## src/rtl/reorder_buffer.sv

```systemverilog
// reorder_buffer: circular in-order completion buffer; optional operand read ports under ROB_FORWARD_EN
module reorder_buffer #(
    parameter int DEPTH  = 8,
    parameter int TAG_W  = 3,
    parameter int DATA_W = 32,
    parameter int REG_W  = 5
) (
    input  logic                    clk,
    input  logic                    reset_n,
    input  logic                    alloc_valid,
    input  logic [REG_W-1:0]        alloc_rd,
    output logic [TAG_W-1:0]        alloc_tag,
    output logic                    rob_full,
    input  logic [DEPTH-1:0]        cdb_valid,
    input  logic [DEPTH*DATA_W-1:0] cdb_data,
    output logic [DEPTH-1:0]        robs_calculated,
    output logic                    commit_valid,
    output logic                    commit_we,
    output logic [REG_W-1:0]        commit_rd,
    output logic [DATA_W-1:0]       commit_data,
    output logic [TAG_W-1:0]        commit_tag,
`ifdef ROB_FORWARD_EN
    input  logic [TAG_W-1:0]        src1_tag,
    input  logic [TAG_W-1:0]        src2_tag,
    output logic                    src1_rob_rdy,
    output logic                    src2_rob_rdy,
    output logic [DATA_W-1:0]       src1_rob_data,
    output logic [DATA_W-1:0]       src2_rob_data,
`endif
    input  logic                    flush
);
    logic [DEPTH-1:0]  busy, done;
    logic [REG_W-1:0]  rd_q   [DEPTH];
    logic [DATA_W-1:0] data_q [DEPTH];
    logic [TAG_W-1:0]  head, tail;
    logic [TAG_W:0]    count;
    logic              alloc_ok;

    assign alloc_tag       = tail;
    assign rob_full        = count == (TAG_W+1)'(DEPTH);
    assign alloc_ok        = alloc_valid && !rob_full;
    assign robs_calculated = busy & done;
    assign commit_valid    = busy[head] && done[head];
    assign commit_rd       = rd_q[head];
    assign commit_data     = data_q[head];
    assign commit_tag      = head;
    assign commit_we       = commit_valid && commit_rd != '0;

`ifdef ROB_FORWARD_EN
    assign src1_rob_rdy  = busy[src1_tag] && done[src1_tag];
    assign src2_rob_rdy  = busy[src2_tag] && done[src2_tag];
    assign src1_rob_data = data_q[src1_tag];
    assign src2_rob_data = data_q[src2_tag];
`endif

    // entry state and pointers: reset/flush clear, else CDB capture, retire head, allocate tail (alloc last so it wins)
    always_ff @(posedge clk) begin
        if (!reset_n || flush) begin
            busy  <= '0;
            done  <= '0;
            head  <= '0;
            tail  <= '0;
            count <= '0;
        end else begin
            for (int i = 0; i < DEPTH; i++)
                if (cdb_valid[i] && busy[i]) begin
                    done[i]   <= 1'b1;
                    data_q[i] <= cdb_data[i*DATA_W +: DATA_W];
                end
            if (commit_valid) begin
                busy[head] <= 1'b0;
                done[head] <= 1'b0;
                head       <= head + 1'b1;
            end
            if (alloc_ok) begin
                busy[tail] <= 1'b1;
                done[tail] <= 1'b0;
                rd_q[tail] <= alloc_rd;
                tail       <= tail + 1'b1;
            end
            count <= (alloc_ok && !commit_valid) ? count + 1'b1 :
                     (!alloc_ok && commit_valid) ? count - 1'b1 : count;
        end
    end
endmodule
```

## config.mk

```make
export PLATFORM = sky130hd
export DESIGN_NAME = reorder_buffer
export DESIGN_NICKNAME = d
export VERILOG_FILES = /design/src/rtl/reorder_buffer.sv
export SDC_FILE = /design/constraint.sdc
export NUM_CORES = 1
export LEC_CHECK = 0
export BUFFER_PORTS_ARGS = -buffer_cell sky130_fd_sc_hd__buf_2
export CAP_MARGIN = 20
export CORE_UTILIZATION = 24
export CTS_CLUSTER_DIAMETER = 200
export DETAILED_ROUTE_END_ITERATION = 6
export GPL_ROUTABILITY_DRIVEN = 0
export GPL_TIMING_DRIVEN = 0
export HOLD_SLACK_MARGIN = 0.08
export SETUP_SLACK_MARGIN = 0.5
export SYNTH_ARGS = -nofsm -noshare
export SYNTH_HDL_FRONTEND = slang
export SYNTH_SLANG_ARGS = --single-unit
```

## constraint.sdc

```tcl
create_clock -name clk -period 3.9 [get_ports clk]
set_input_delay 0 -clock clk [delete_from_list [all_inputs] [get_ports clk]]
set_output_delay 0 -clock clk [all_outputs]
set_load 0.1 [all_outputs]
```

==> results.json <==
{
  "internal_power_mw": 6.13,
  "combPwrFrac": 0.062,
  "cts_tree": "built",
  "grt_max_degree": 23,
  "routed_wl_um": 40900,
  "insertion_delay_ps": 540,
  "die_h_um": 232,
  "cap_violations": 0,
  "fin_setup_tns_ps": 0,
  "rows": 84,
  "finish.utilization": 0.368,
  "setup_ws_ps": 685,
  "cts_max_level": 2,
  "status": "completed",
  "drt_first_iter_violations": 359,
  "switching_share": 0.210,
  "synth_area_sq_mm": 0.0127,
  "drt_first_pass_iters": 5,
  "setup_viol": 0,
  "worst-r2r-setup-slack_ps": 680,
  "cellPowerDensity_mw_per_mm2": 401,
  "p_sw_mw": 1.63,
  "hp-class": "input port to flop",
  "startpoint_type": "flop",
  "cts.path.max_buffers": 3,
  "worst_slew_pin_slew_ps": 924,
  "hold_end": "data_q[6][27]$_DFFE_PP_",
  "die_w_um": 232,
  "crit_fanout": 8,
  "overflow": 0,
  "grtUsageTotal": 0.149,
  "io_pins": 327,
  "grt_antenna_before_repair": 5,
  "leakagePower_nw": 7.01,
  "max_freq_mhz": 311,
  "ys.warnings.count": 0,
  "hold_viol_final": 0,
  "cts-buffers-inserted": 38,
  "ys_seq_elements": 325,
  "wl_per_cell_um": 20.6,
  "slew_headroom": 0.379,
  "rr_worst_depth": 13,
  "first_global_vias": 9395,
  "worstPathRequired_ps": 4360,
  "worst_ep_arrival_time_ps": 3670,
  "initial_core_util": 0.242,
  "synth_edf_count": 296,
  "worstSetupEndpointType": "flop",
  "syn_to_final_growth_pct": 51.9,
  "path_class": "flop to flop",
  "reg2reg_to": "count[3]$_SDFFE_PN0P_",
  "cts_root_buf": "clkbuf_16",
  "final_nets": 1549,
  "fin_crit_sh": 0.824,
  "clk_pin_slew_worst_paths_ps": 60,
  "grt_first_pass_wirelength_um": 58100,
  "min_period_ps": 3220,
  "cts_setup_buffers": 0,
  "drt-vias-per-instance": 4.30,
  "drive_above_1_share": 0.422,
  "rsz0062_at_grt": "true",
  "timing.rr.start": "commit_tag[1]$_SDFFE_PN0N_",
  "cts.sinks": 325,
  "power.share.clock": 0.447,
  "synth_ff_type": "edfxtp_1",
  "post-place-ws_ps": 581,
  "n_fill_cell": 4871,
  "ys_types": 52,
  "clock_skew_ps": 18.2,
  "io_buffers": 326,
  "p_seq_frac": 0.491,
  "core-area_sq_mm": 0.0526,
  "final_cell_count_no_fill": 1989,
  "drc": 0,
  "place_inst": 1646,
  "async_flop_share": 0,
  "ir_drop_mv": 0.238,
  "synth_nets": 903,
  "dp_hpwl_um": 28800,
  "syn_avg_cell_area_sq_um": 20.4,
  "syn_inst": 624,
  "finalMaxSlewViolations": 0,
  "via_count": 8544,
  "ant_nets": 0,
  "worstHoldStart": "cdb_data[219]",
  "dieArea_sq_mm": 0.0540,
  "whs_path_depth": 2,
  "ys_seq_area_frac": 0.743
}
==> area by class of cell <==
| cell class | instances | area (sq um) | area share |
|---|---|---|---|
| Antenna cell | 3 | 7.51 | 0.000388 |
| Buffer | 31 | 160 | 0.00827 |
| Clock buffer | 49 | 1040 | 0.0536 |
| Clock inverter | 19 | 164 | 0.00847 |
| Inverter | 9 | 33.8 | 0.00175 |
| Multi-Input combinational cell | 259 | 3110 | 0.161 |
| Sequential cell | 325 | 9470 | 0.489 |
| Tap cell | 688 | 861 | 0.0445 |
| Timing Repair Buffer | 606 | 4510 | 0.233 |
==> through the flow <==
stage               power, mW  instance area (sq um)  hold WS (ps)
floorplan                3.97                  12700          98.9
global placement         4.13                  15200           177
detailed placement       4.14                  15400           178
CTS                      7.84                  19300           115
global route             8.00                  19400           125
finish                   7.76                  19400           162
==> power by group through the flow <==
stage | sequential (mW) | clock, mW | combinational (mW)
global route | 3.81 | 3.68 | 0.513
floorplan | 3.89 | 0 | 0.0767
global placement | 3.88 | 0 | 0.243
detailed placement | 3.88 | 0 | 0.251
CTS | 3.81 | 3.56 | 0.476
finish | 3.81 | 3.46 | 0.482
==> cells in the final DEF (no fill, tap or decap), types with 5 or more instances in the layout <==
| cell type | count |
|---|---|
| buf_2 | 341 |
| edfxtp_1 | 296 |
| dlygate4sd3_1 | 272 |
| mux4_2 | 74 |
| clkbuf_16 | 40 |
| mux2_2 | 37 |
| dfxtp_1 | 27 |
| nor2_1 | 18 |
| a21oi_1 | 17 |
| clkbuf_1 | 16 |
| nand2_1 | 12 |
| and2_1 | 9 |
| o21ai_0 | 9 |
| inv_1 | 8 |
| nor3_1 | 8 |
| and3_2 | 8 |
| buf_12 | 8 |
| clkinv_2 | 6 |
| mux2i_1 | 5 |
| ha_1 | 5 |
==> worst max-delay path, stage by stage (launching register included) <==
cell      delay (ps)
dfxtp_2          430
mux2_4           340
a221oi_4         330
o221a_4          280
or2_1            110
buf_2            200
ha_1             210
inv_1             90
ha_1             270
a21o_1           170
a21oi_1          170
xnor2_1           90
or3_1            310
a21oi_1          140
==> how the worst max path moves through the flow <==
| stage | startpoint | to | slack (ps) | cells after the start |
|---|---|---|---|---|
| detailed placement | commit_tag[0]$_SDFFE_PN0N_ | count[3]$_SDFFE_PN0P_ | 580 | 15 |
| global placement | commit_tag[0]$_SDFFE_PN0N_ | count[3]$_SDFFE_PN0P_ | 640 | 15 |
| CTS | flop | commit_data[26] | 530 | 6 |
| finish | commit_tag[1]$_SDFFE_PN0N_ | count[3]$_SDFFE_PN0P_ | 680 | 13 |
| floorplan | commit_tag[2]$_SDFFE_PN0N_ | count[3]$_SDFFE_PN0P_ | 510 | 13 |
| global route | commit_tag[0]$_SDFFE_PN0N_ | count[3]$_SDFFE_PN0P_ | 480 | 15 |
==> metal layers <==
metal / vias to the layer above / global-route usage / part of all wire
met5: - / 0 / 0.00066
met4: 4 / 0.0452 / 0.024
met3: 67 / 0.0360 / 0.065
met2: 318 / 0.257 / 0.50
met1: 4290 / 0.182 / 0.41
li1: 3865 / - / -
==> flip-flops by register name, indices dropped and copies added (netlist names), named ones only <==
register,flops
commit_tag,3
busy,8
rd_q,40
done,8
alloc_tag,3
data_q,256
count,4
==> cell families after synthesis <==
group / share of synthesized area
buf+inv: 0.0144
mux: 0.169
compound gates: 0.0305
simple gates: 0.0340
flops: 0.743
xor+xnor: 0.00275
fa+ha+maj: 0.00648
==> synth_stat cells, types with 5 or more instances <==
master / instances / area (sq um)
dfxtp_1: 29 / 581
and2_1: 9 / 56.3
and3_1: 10 / 62.6
nor2_1: 18 / 67.6
inv_1: 8 / 30.0
mux2i_1: 5 / 50.1
mux2_2: 37 / 417
a21oi_1: 18 / 90.1
nand2_1: 12 / 45.0
o21ai_0: 9 / 45.0
ha_1: 5 / 62.6
buf_2: 18 / 90.1
mux4_2: 74 / 1670
nor3_1: 8 / 40.0
clkbuf_1: 10 / 37.5
edfxtp_1: 296 / 8890
==> repair_timing <==
item,in CTS,in global routing
pin swaps,0,1
endpoints found under the setup margin,32,7
gates resized for setup,3,4
hold buffers,272,0
hold endpoints to repair,317,0
No activity file was read; power rests on OpenSTA's default activity.
